--- config.mk ---
export PLATFORM = sky130hd
export DESIGN_NAME = mlp_layer_sequencer
export DESIGN_NICKNAME = d
export VERILOG_FILES = /design/src/rtl/mlp_pkg.sv /design/src/rtl/mlp_loop_counter.sv /design/src/rtl/mlp_layer_sequencer.sv
export SDC_FILE = /design/constraint.sdc
export NUM_CORES = 1
export LEC_CHECK = 0
export CAP_MARGIN = 5
export CORE_MARGIN = 4
export CORE_UTILIZATION = 30
export CTS_CLUSTER_SIZE = 28
export DETAILED_ROUTE_END_ITERATION = 7
export GPL_TIMING_DRIVEN = 0
export PLACE_DENSITY = 0.52
export SYNTH_ARGS = -nofsm -noshare
export SYNTH_HDL_FRONTEND = slang
export SYNTH_SLANG_ARGS = --single-unit
--- constraint.sdc ---
create_clock -name clk -period 7.9 [get_ports clk]
set_clock_uncertainty 0.2 [all_clocks]
set_input_delay 1.975 -clock clk [delete_from_list [all_inputs] [get_ports clk]]
set_output_delay 1.975 -clock clk [all_outputs]
set_load 0.05 [all_outputs]
--- src/rtl/mlp_pkg.sv ---
// Shared definitions for the MLP layer datapath.
//   - Default address widths for neuron and weight memories.
//   - PIPE_LAT: latency from a stage-1 beat to its write at the pipeline
//     tail; the sequencer drains this many cycles before reporting done.
//   - Sequencer state encoding (constants plus an enum view of them).
package mlp_pkg;

   localparam int ADDR_W_DEFAULT  = 12;
   localparam int WADDR_W_DEFAULT = 16;
   localparam int PIPE_LAT        = 4;

   localparam logic [2:0] S_IDLE  = 3'd0;
   localparam logic [2:0] S_LOAD  = 3'd1;
   localparam logic [2:0] S_MAC   = 3'd2;
   localparam logic [2:0] S_FLUSH = 3'd3;
   localparam logic [2:0] S_DONE  = 3'd4;

   typedef enum logic [2:0] {
      IDLE  = S_IDLE,
      LOAD  = S_LOAD,
      MAC   = S_MAC,
      FLUSH = S_FLUSH,
      DONE  = S_DONE
   } seq_state_t;

endpackage

--- src/rtl/mlp_loop_counter.sv ---
// Nested row-major loop counter: i runs 0..n_in-1, then wraps and j steps.
// Ports:
//   clk, reset        clock, synchronous active-high reset
//   clear             force i=j=0
//   enable            advance one position
//   n_in, n_out       loop bounds (n_in must be nonzero while enabled)
//   i, j              current indices
//   first_i           i==0
//   last_i            i==n_in-1
//   last_all          last_i and j==n_out-1
module mlp_loop_counter #(
   parameter int W = 12
) (
   input  logic         clk,
   input  logic         reset,
   input  logic         clear,
   input  logic         enable,
   input  logic [W-1:0] n_in,
   input  logic [W-1:0] n_out,
   output logic [W-1:0] i,
   output logic [W-1:0] j,
   output logic         first_i,
   output logic         last_i,
   output logic         last_all
);

   always_comb begin
      first_i  = (i == '0);
      last_i   = (i == n_in - W'(1));
      last_all = last_i && (j == n_out - W'(1));
   end

   always_ff @(posedge clk) begin
      if (reset || clear) begin
         i <= '0;
         j <= '0;
      end else if (enable) begin
         if (last_i) begin
            i <= '0;
            j <= j + W'(1);
         end else begin
            i <= i + W'(1);
         end
      end
   end

endmodule

--- src/rtl/mlp_layer_sequencer.sv ---
// Sequencer for one fully-connected MLP layer. Issues one stage-1 beat per
// (output j, input i) pair in row-major order, then drains the pipeline for
// PIPE_LAT cycles and pulses layer_done.
// Ports:
//   clk, reset                       clock, synchronous active-high reset
//   start                            layer request, honoured only when idle
//   num_inputs / num_outputs         N_in / N_out
//   in_base_addr / out_base_addr     neuron-memory bases
//   weight_base_addr                 weight-memory base (row j at base+j*N_in)
//   run                              pipeline enable, 0 clears the stages
//   busy                             high LOAD through DONE
//   beat_valid_1                     a beat is issued this cycle
//   neuron_rd_addr, weight_rd_addr   read addresses of the beat
//   reset_mult_acc_1, write_neuron_1 first / last beat of a neuron
//   out_neuron_addr_1                out_base + j
//   done_1                           last beat of the layer
//   layer_done                       one-cycle pulse after drain
//   state_dbg                        current FSM state (debug)
//
// Handshake: start is a level sampled only in IDLE; it is neither acknowledged
// nor queued. Beats are issued unconditionally (no back-pressure), one per
// cycle while beat_valid_1 is high.
module mlp_layer_sequencer
   import mlp_pkg::*;
#(
   parameter int ADDR_W  = ADDR_W_DEFAULT,
   parameter int WADDR_W = WADDR_W_DEFAULT
) (
   input  logic               clk,
   input  logic               reset,
   input  logic               start,
   input  logic [ADDR_W-1:0]  num_inputs,
   input  logic [ADDR_W-1:0]  num_outputs,
   input  logic [ADDR_W-1:0]  in_base_addr,
   input  logic [ADDR_W-1:0]  out_base_addr,
   input  logic [WADDR_W-1:0] weight_base_addr,
   output logic               run,
   output logic               busy,
   output logic               beat_valid_1,
   output logic [ADDR_W-1:0]  neuron_rd_addr,
   output logic [WADDR_W-1:0] weight_rd_addr,
   output logic               reset_mult_acc_1,
   output logic               write_neuron_1,
   output logic [ADDR_W-1:0]  out_neuron_addr_1,
   output logic               done_1,
   output logic               layer_done,
   output logic [2:0]         state_dbg
);

   localparam int FLUSH_W = $clog2(PIPE_LAT) + 1;

   logic [2:0]         state;
   logic [ADDR_W-1:0]  cfg_n_in;
   logic [ADDR_W-1:0]  cfg_n_out;
   logic [ADDR_W-1:0]  cfg_in_base;
   logic [ADDR_W-1:0]  cfg_out_base;
   logic [WADDR_W-1:0] w_ptr;
   logic [FLUSH_W-1:0] flush_cnt;

   logic [ADDR_W-1:0]  cnt_i;
   logic [ADDR_W-1:0]  cnt_j;
   logic               first_i;
   logic               last_i;
   logic               last_all;

   logic               empty_layer;
   logic               issue_beat;

   assign state_dbg   = state;
   assign empty_layer = (cfg_n_in == '0) || (cfg_n_out == '0);

   // The beat just registered in MAC carries done_1 when it was the last one,
   // so a registered done_1 means "nothing more to issue".
   assign issue_beat = ((state == S_LOAD) && !empty_layer) ||
                       ((state == S_MAC) && !done_1);

   mlp_loop_counter #(.W(ADDR_W)) u_loop (
      .clk      (clk),
      .reset    (reset),
      .clear    (state == S_IDLE),
      .enable   (issue_beat),
      .n_in     (cfg_n_in),
      .n_out    (cfg_n_out),
      .i        (cnt_i),
      .j        (cnt_j),
      .first_i  (first_i),
      .last_i   (last_i),
      .last_all (last_all)
   );

   always_ff @(posedge clk) begin
      if (reset) begin
         state             <= S_IDLE;
         cfg_n_in          <= '0;
         cfg_n_out         <= '0;
         cfg_in_base       <= '0;
         cfg_out_base      <= '0;
         w_ptr             <= '0;
         flush_cnt         <= '0;
         run               <= 1'b0;
         busy              <= 1'b0;
         beat_valid_1      <= 1'b0;
         neuron_rd_addr    <= '0;
         weight_rd_addr    <= '0;
         reset_mult_acc_1  <= 1'b0;
         write_neuron_1    <= 1'b0;
         out_neuron_addr_1 <= '0;
         done_1            <= 1'b0;
         layer_done        <= 1'b0;
      end else begin
         case (state)
            S_IDLE: begin
               if (start) begin
                  cfg_n_in     <= num_inputs;
                  cfg_n_out    <= num_outputs;
                  cfg_in_base  <= in_base_addr;
                  cfg_out_base <= out_base_addr;
                  w_ptr        <= weight_base_addr;
                  busy         <= 1'b1;
                  state        <= S_LOAD;
               end
            end
            S_LOAD: begin
               if (empty_layer) begin
                  layer_done <= 1'b1;
                  state      <= S_DONE;
               end else begin
                  run   <= 1'b1;
                  state <= S_MAC;
               end
            end
            S_MAC: begin
               if (done_1) begin
                  // Flags drop; addresses keep their last beat's value.
                  beat_valid_1     <= 1'b0;
                  reset_mult_acc_1 <= 1'b0;
                  write_neuron_1   <= 1'b0;
                  done_1           <= 1'b0;
                  flush_cnt        <= '0;
                  state            <= S_FLUSH;
               end
            end
            S_FLUSH: begin
               if (flush_cnt == FLUSH_W'(PIPE_LAT - 1)) begin
                  layer_done <= 1'b1;
                  state      <= S_DONE;
               end else begin
                  flush_cnt <= flush_cnt + FLUSH_W'(1);
               end
            end
            S_DONE: begin
               layer_done <= 1'b0;
               run        <= 1'b0;
               busy       <= 1'b0;
               state      <= S_IDLE;
            end
            default: state <= S_IDLE;
         endcase

         // The weight pointer walks linearly across rows, so j*N_in is never formed.
         if (issue_beat) begin
            beat_valid_1      <= 1'b1;
            neuron_rd_addr    <= cfg_in_base + cnt_i;
            weight_rd_addr    <= w_ptr;
            w_ptr             <= w_ptr + WADDR_W'(1);
            reset_mult_acc_1  <= first_i;
            write_neuron_1    <= last_i;
            out_neuron_addr_1 <= cfg_out_base + cnt_j;
            done_1            <= last_all;
         end
      end
   end

endmodule

# Word level (Yosys, flattened, before mapping)
# Index checks and enable logic that the tools add are counted.
[word_totals] out_inout_bits=50 ff_bits=141 input_bits=67 word_cells=95
[classes] n_eq_ne=13 n_mux=26 reduce_logical=29 addsub=8
[op_table] operator="$mux W16" count=3
[op_table] operator="$logic_not A12 Y1" count=3
[op_table] operator="$add A12 B1 Y12 const B" count=2
[op_table] operator="$add A12 B12 Y12" count=2
[op_table] operator="$eq A12 B12 Y1" count=2
[op_table] operator="$sub A12 B1 Y12 const B" count=2
[op_table] operator="$mux W3" count=6
[op_table] operator="$add A16 B1 Y16 const B" count=1
[op_table] operator="$reduce_bool A2 Y1" count=7
[op_table] operator="$mux W12" count=1
[op_table] operator="$ne A2 B2 Y1 const B" count=6
[op_table] operator="$pmux W3 S4" count=1
[op_table] operator="$reduce_and A2 Y1" count=6
[op_table] operator="$mux W1" count=11
[op_table] operator="$eq A3 B2 Y1 const B" count=3
[op_table] operator="$reduce_and A3 Y1" count=3
[op_table] operator="$pmux W3 S2" count=1
[op_table] operator="$pmux W1 S2" count=2
[op_table] operator="$add A3 B1 Y3 const B" count=1
[op_table] operator="$eq A3 B1 Y1 const B" count=1
[op_table] operator="$eq A3 B3 Y1 const B" count=1
[op_table] operator="$logic_and A1 B1 Y1" count=3
[op_table] operator="$logic_not A3 Y1" count=1
[op_table] operator="$logic_or A1 B1 Y1" count=3
[op_table] operator="other kinds (3)" count=4

# Logic depth before layout (Yosys ltp)
[depth] word_depth=7 depth_mapped=11

# Modules after synthesis
# Synthesis repeated with hierarchy kept, for this count alone.
[unflattened] cells_unflattened=963 area_unflattened_um2=7447.1
[modules_own_cells] module="mlp_layer_sequencer" cells_per_inst=694 seq_area_each_um2=2342.2 area_per_inst_um2=5490.3 instances=1
[modules_own_cells] module="mlp_loop_counter" cells_per_inst=269 seq_area_each_um2=480.5 area_per_inst_um2=1956.9 instances=1

# Least setup slack after synthesis
# No wires, ideal clock.
[synth_timing] path_type="input port to flip-flop" startpoint="input start" endpoint="register w_ptr[15]" required_ns=7.585 n_path_buf=1 setup_ns=0.115 setup_slack_ns=4.561 arrival_time_ns=3.025 path_stages=5 cell_sequence="and2_1 clkbuf_1 nor3_1 o21ba_2 o21a_1"
[synth_between] elab_chain_len=2
[synth_lines] element="from (decl)" line_no="mlp_layer_sequencer.sv:31" source="input logic start,"
[synth_lines] element="$reduce_bool A2 Y1 (no source line)"
[synth_lines] element="$reduce_and A2 Y1 (no source line)"
[synth_lines] element="to (signal assigned)" line_no="mlp_layer_sequencer.sv:118" source="w_ptr <= weight_base_addr;"
[synth_lines] element="to (signal assigned)" line_no="mlp_layer_sequencer.sv:165" source="w_ptr <= w_ptr + WADDR_W'(1);"
[synth_lines] element="to (decl)" line_no="mlp_layer_sequencer.sv:57" source="logic [WADDR_W-1:0] w_ptr;"
# Every way passes these cells.
# A chain may end at the register's enable or synchronous reset.

# Worst setup path after layout
[layout_timing] startpoint="register cfg_n_out[0]" endpoint="register weight_rd_addr[15]"
[layout_between] elab_chain_len=5
[layout_lines] element="from (decl)" line_no="mlp_layer_sequencer.sv:54" source="logic [ADDR_W-1:0] cfg_n_out;"
[layout_lines] element="from (signal assigned)" line_no="mlp_layer_sequencer.sv:115" source="cfg_n_out <= num_outputs;"
[layout_lines] element="$logic_not A12 Y1" line_no="mlp_layer_sequencer.sv:70" source="assign empty_layer = (cfg_n_in == '0) || (cfg_n_out == '0);"
[layout_lines] element="$logic_or A1 B1 Y1" line_no="mlp_layer_sequencer.sv:70"
[layout_lines] element="$logic_not A1 Y1" line_no="mlp_layer_sequencer.sv:74" source="assign issue_beat = ((state == S_LOAD) && !empty_layer) ||"
[layout_lines] element="$logic_and A1 B1 Y1" line_no="mlp_layer_sequencer.sv:74"
[layout_lines] element="$logic_or A1 B1 Y1" line_no="mlp_layer_sequencer.sv:74"
[layout_lines] element="to (signal assigned)" line_no="mlp_layer_sequencer.sv:164" source="weight_rd_addr <= w_ptr;"
[layout_lines] element="to (decl)" line_no="mlp_layer_sequencer.sv:41" source="output logic [WADDR_W-1:0] weight_rd_addr,"
# Every way passes these cells.

==> summary.md <==
| Metric | Value |
|---|---|
| Layout area overhead | `27.5%` |
| First-pass iteration count of the detailed router | `4` |
| Die area | `28200 um2` |
| CP endpoint kind | `flip-flop` |
| Ports | `117` |
| Fin. max-slew vios | `0` |
| DRT Wirelength | `24.8 mm` |
| Post-synthesis cell area | `7680 um2` |
| CP Launch Type | `flip-flop` |
| Sequential share of the synthesized area | `0.367` |
| Synth top cells by count | `nand2_1 (201), dfxtp_1 (141), a21oi_1 (118)` |
| H-Tree Level Count | `4` |
| DRC | `0` |
| N_diodes | `0` |
| Worst IR Drop VDD | `129 uV` |
| Worst Hold Launch | `weight_rd_addr[13]$_SDFFE_PP0N_` |
| Row cnt | `58` |
| Outcome | `completed` |
| Routed via count | `7415` |
| Starting Density | `0.305` |
| Rel. slew slack | `0.102` |
| Synth top area cells | `dfxtp_1 (37%), nand2_1 (9.8%), a21oi_1 (7.7%)` |
| Clk sinks | `141` |
| Pleak | `0.00346 uW` |
| Vias in the first global route | `7151` |
| Die Ht | `168 um` |
| First-pass GRT wire length | `39.2 mm` |
| Max Cap Violations | `0` |
| Resized cells post-CTS | `0` |
| Worst R2R Start | `cfg_n_out[0]$_SDFFE_PP0P_` |
| CTS Buf Count | `17` |
| CTS clk-pin slew, worst paths | `0.07 ns` |
| CP Cell Sequence | `clkbuf_1, inv_1, ha_1, nor4b_1, nand4_1, and3_1, clkbuf_1, nor2_1, clkbuf_1, nand2_1, a21oi_1` |
| Yosys Warn Count | `0` |
| Total congestion overflow | `0` |
| Post-synth top area share | `0.367` |
| Arr. time, crit path | `4.71 ns` |
| Kind of critical path | `reg2reg` |
| Seq cells post-synth | `141` |
| Most common cell in the netlist | `nand2_1` |
| Period utilization | `0.577` |
| Post-synth EDFFs | `0` |
| Placer Congestion | `0.844` |
| Leading area contributor after synthesis | `dfxtp_1` |
| Synth unique cells | `61` |
| HP Class | `reg2reg` |
| Final Hold Fails | `0` |
| Reg2reg path depth | `11` |
| GRT Util Overall | `0.174` |
| CTS root buf | `clkbuf_16` |
| Number of DRC markers in iteration 0 | `516` |
| Largest net degree at the start of global routing | `17` |
| Detail Route Antenna Nets | `0` |
| Avg Cell Area, Syn | `7.85 um2` |
| Die X-Extent | `168 um` |
| RSZ-0062 raised after global routing | `false` |
| Worst path buffer plus inverter count | `4` |
| Reg2reg setup slack | `3.34 ns` |
| Clock Tree Buf Depth | `2` |
| Ratio of total power to cell area | `299 nW/um2` |
| Antenna violations before repair | `1` |
| Fmax | `219 MHz` |
| CP most frequent cell | `clkbuf_1` |
| Final min period | `4.56 ns` |
| Clk Latency, worst-skew pair | `0.43 ns` |
| Slowest stage cell, crit path | `nor4b_1` |
| Ys flop type | `dfxtp_1` |
| Hold Path Stages | `2` |
| Least-Margin Pin Slew | `1.31 ns` |
| Post-CTS setup buffer count | `0` |
| CTS Hold Bufs | `0` |
| CP top delay family | `simple AND/OR/NAND/NOR gates` |
| Via density | `5.09` |
| Required @ worst endpoint | `8.06 ns` |
| Final Core Density | `0.389` |
| Drt wl/cell | `17.0 um` |
| CTS tree | `done` |
| Final TNS setup | `0 ns` |
| Hold path endpoint | `weight_rd_addr[13]$_SDFFE_PP0N_` |
| Final setup fails | `0` |
| CP Max Fanout | `10` |
| FFs w/ async S/R, synth | `0` |
| Count of input and output buffers | `115` |
| Post-DP HPWL | `19.1 mm` |
| Net Count, Synth | `1079` |
| Share of cells above drive strength 1 | `0.0488` |
| FF-to-FF End | `weight_rd_addr[15]$_SDFFE_PP0N_` |
| Nets | `1213` |
| Mapped Cells | `979` |
| CP peak stage delay | `0.78 ns` |
| Core area | `25200 um2` |
==> kinds of logic after synthesis <==
family / count (synthesis) / share of synthesized area
AND/OR/NAND/NOR: 392 / 0.245
AO/OA/AOI/OAI: 263 / 0.212
flip-flops: 141 / 0.367
buffers and inverters: 86 / 0.0443
XOR/XNOR: 50 / 0.0570
adder cells (fa/ha/maj): 33 / 0.0557
multiplexers: 14 / 0.0182
==> layer usage <==
layer | GRT usage | wire length [um] | vias to the layer above
met5 | 0 | 0 | -
met4 | 0.0459 | 415 | 0
met3 | 0.0378 | 1340 | 27
met2 | 0.265 | 10700 | 194
met1 | 0.249 | 12300 | 3453
li1 | - | - | 3741
==> state kept, by name, indices dropped and copies added, names as in the netlist, 3 cells and up <==
signal,count
flush_cnt,3
cfg_in_base,12
state_dbg,3
out_neuron_addr_1,12
neuron_rd_addr,12
u_loop.i,12
weight_rd_addr,16
cfg_out_base,12
u_loop.j,12
cfg_n_in,12
cfg_n_out,12
w_ptr,16
==> layout by cell type (no fill, tap or decap), types with 9 or more instances in the layout <==
master	count
xnor2_1	32
nor2_1	38
nor3_1	24
nand4_1	11
nand2_1	201
clkbuf_1	55
dfxtp_1	141
a21oi_1	118
a211oi_1	14
o21a_1	11
nor3_2	10
ha_1	31
nor4_1	16
inv_6	9
o211ai_1	10
clkbuf_16	17
o21ai_0	39
nand3_1	19
inv_1	25
clkdlybuf4s50_1	115
or3_1	24
mux2i_1	14
xor2_1	18
==> worst min-delay path, delay by kind of cell, from the launching register on <==
family / cells / cell delay, ns
compound gates: 1 / 0.05
simple gates: 1 / 0.05
flops: 1 / 0.31
==> how the worst max path moves through the flow <==
stage | start | endpoint | slack [ns] | depth (start not counted)
after detailed placement | cfg_n_out[0]$_SDFFE_PP0P_ | out_neuron_addr_1[0]$_SDFFE_PP0N_ | 3.36 | 11
after CTS | cfg_n_out[0]$_SDFFE_PP0P_ | weight_rd_addr[15]$_SDFFE_PP0N_ | 3.33 | 11
after global routing | cfg_n_out[0]$_SDFFE_PP0P_ | weight_rd_addr[15]$_SDFFE_PP0N_ | 2.92 | 11
final | cfg_n_out[0]$_SDFFE_PP0P_ | weight_rd_addr[15]$_SDFFE_PP0N_ | 3.34 | 11
after floorplan | start | w_ptr[15]$_SDFFE_PP0P_ | 4.56 | 5
after global placement | cfg_n_out[0]$_SDFFE_PP0P_ | out_neuron_addr_1[3]$_SDFFE_PP0N_ | 3.34 | 11
==> where the power goes <==
part,internal [uW],leakage (uW),switching [uW]
clock,411,0.000267,357
sequential,832,0.00115,110
combinational,408,0.00204,815
total,1650,0.00346,1280
==> area by class of cell <==
type	instances	area, um2
repair buffers	115	1150
plain buffers	61	246
multi-input cells	752	4520
well taps	330	413
clock buffers	17	425
inverters	25	93.8
flip-flops and latches	141	2820
fillers	2643	15400
clock inverters	15	125
==> per-stage QoR <==
stage	setup slack [ns]	power (uW)	instance area [um2]	instances	hold WS [ns]
floorplan	4.56	1760	7680	979	0.241
global placement	3.34	2170	9250	1424	0.240
finish	3.34	2930	9800	1456	0.251
CTS	3.33	2950	9800	1456	0.253
detailed placement	3.36	2180	9250	1424	0.244
global route	2.92	3120	9800	1456	0.276
(Power assumes the default switching activity.)
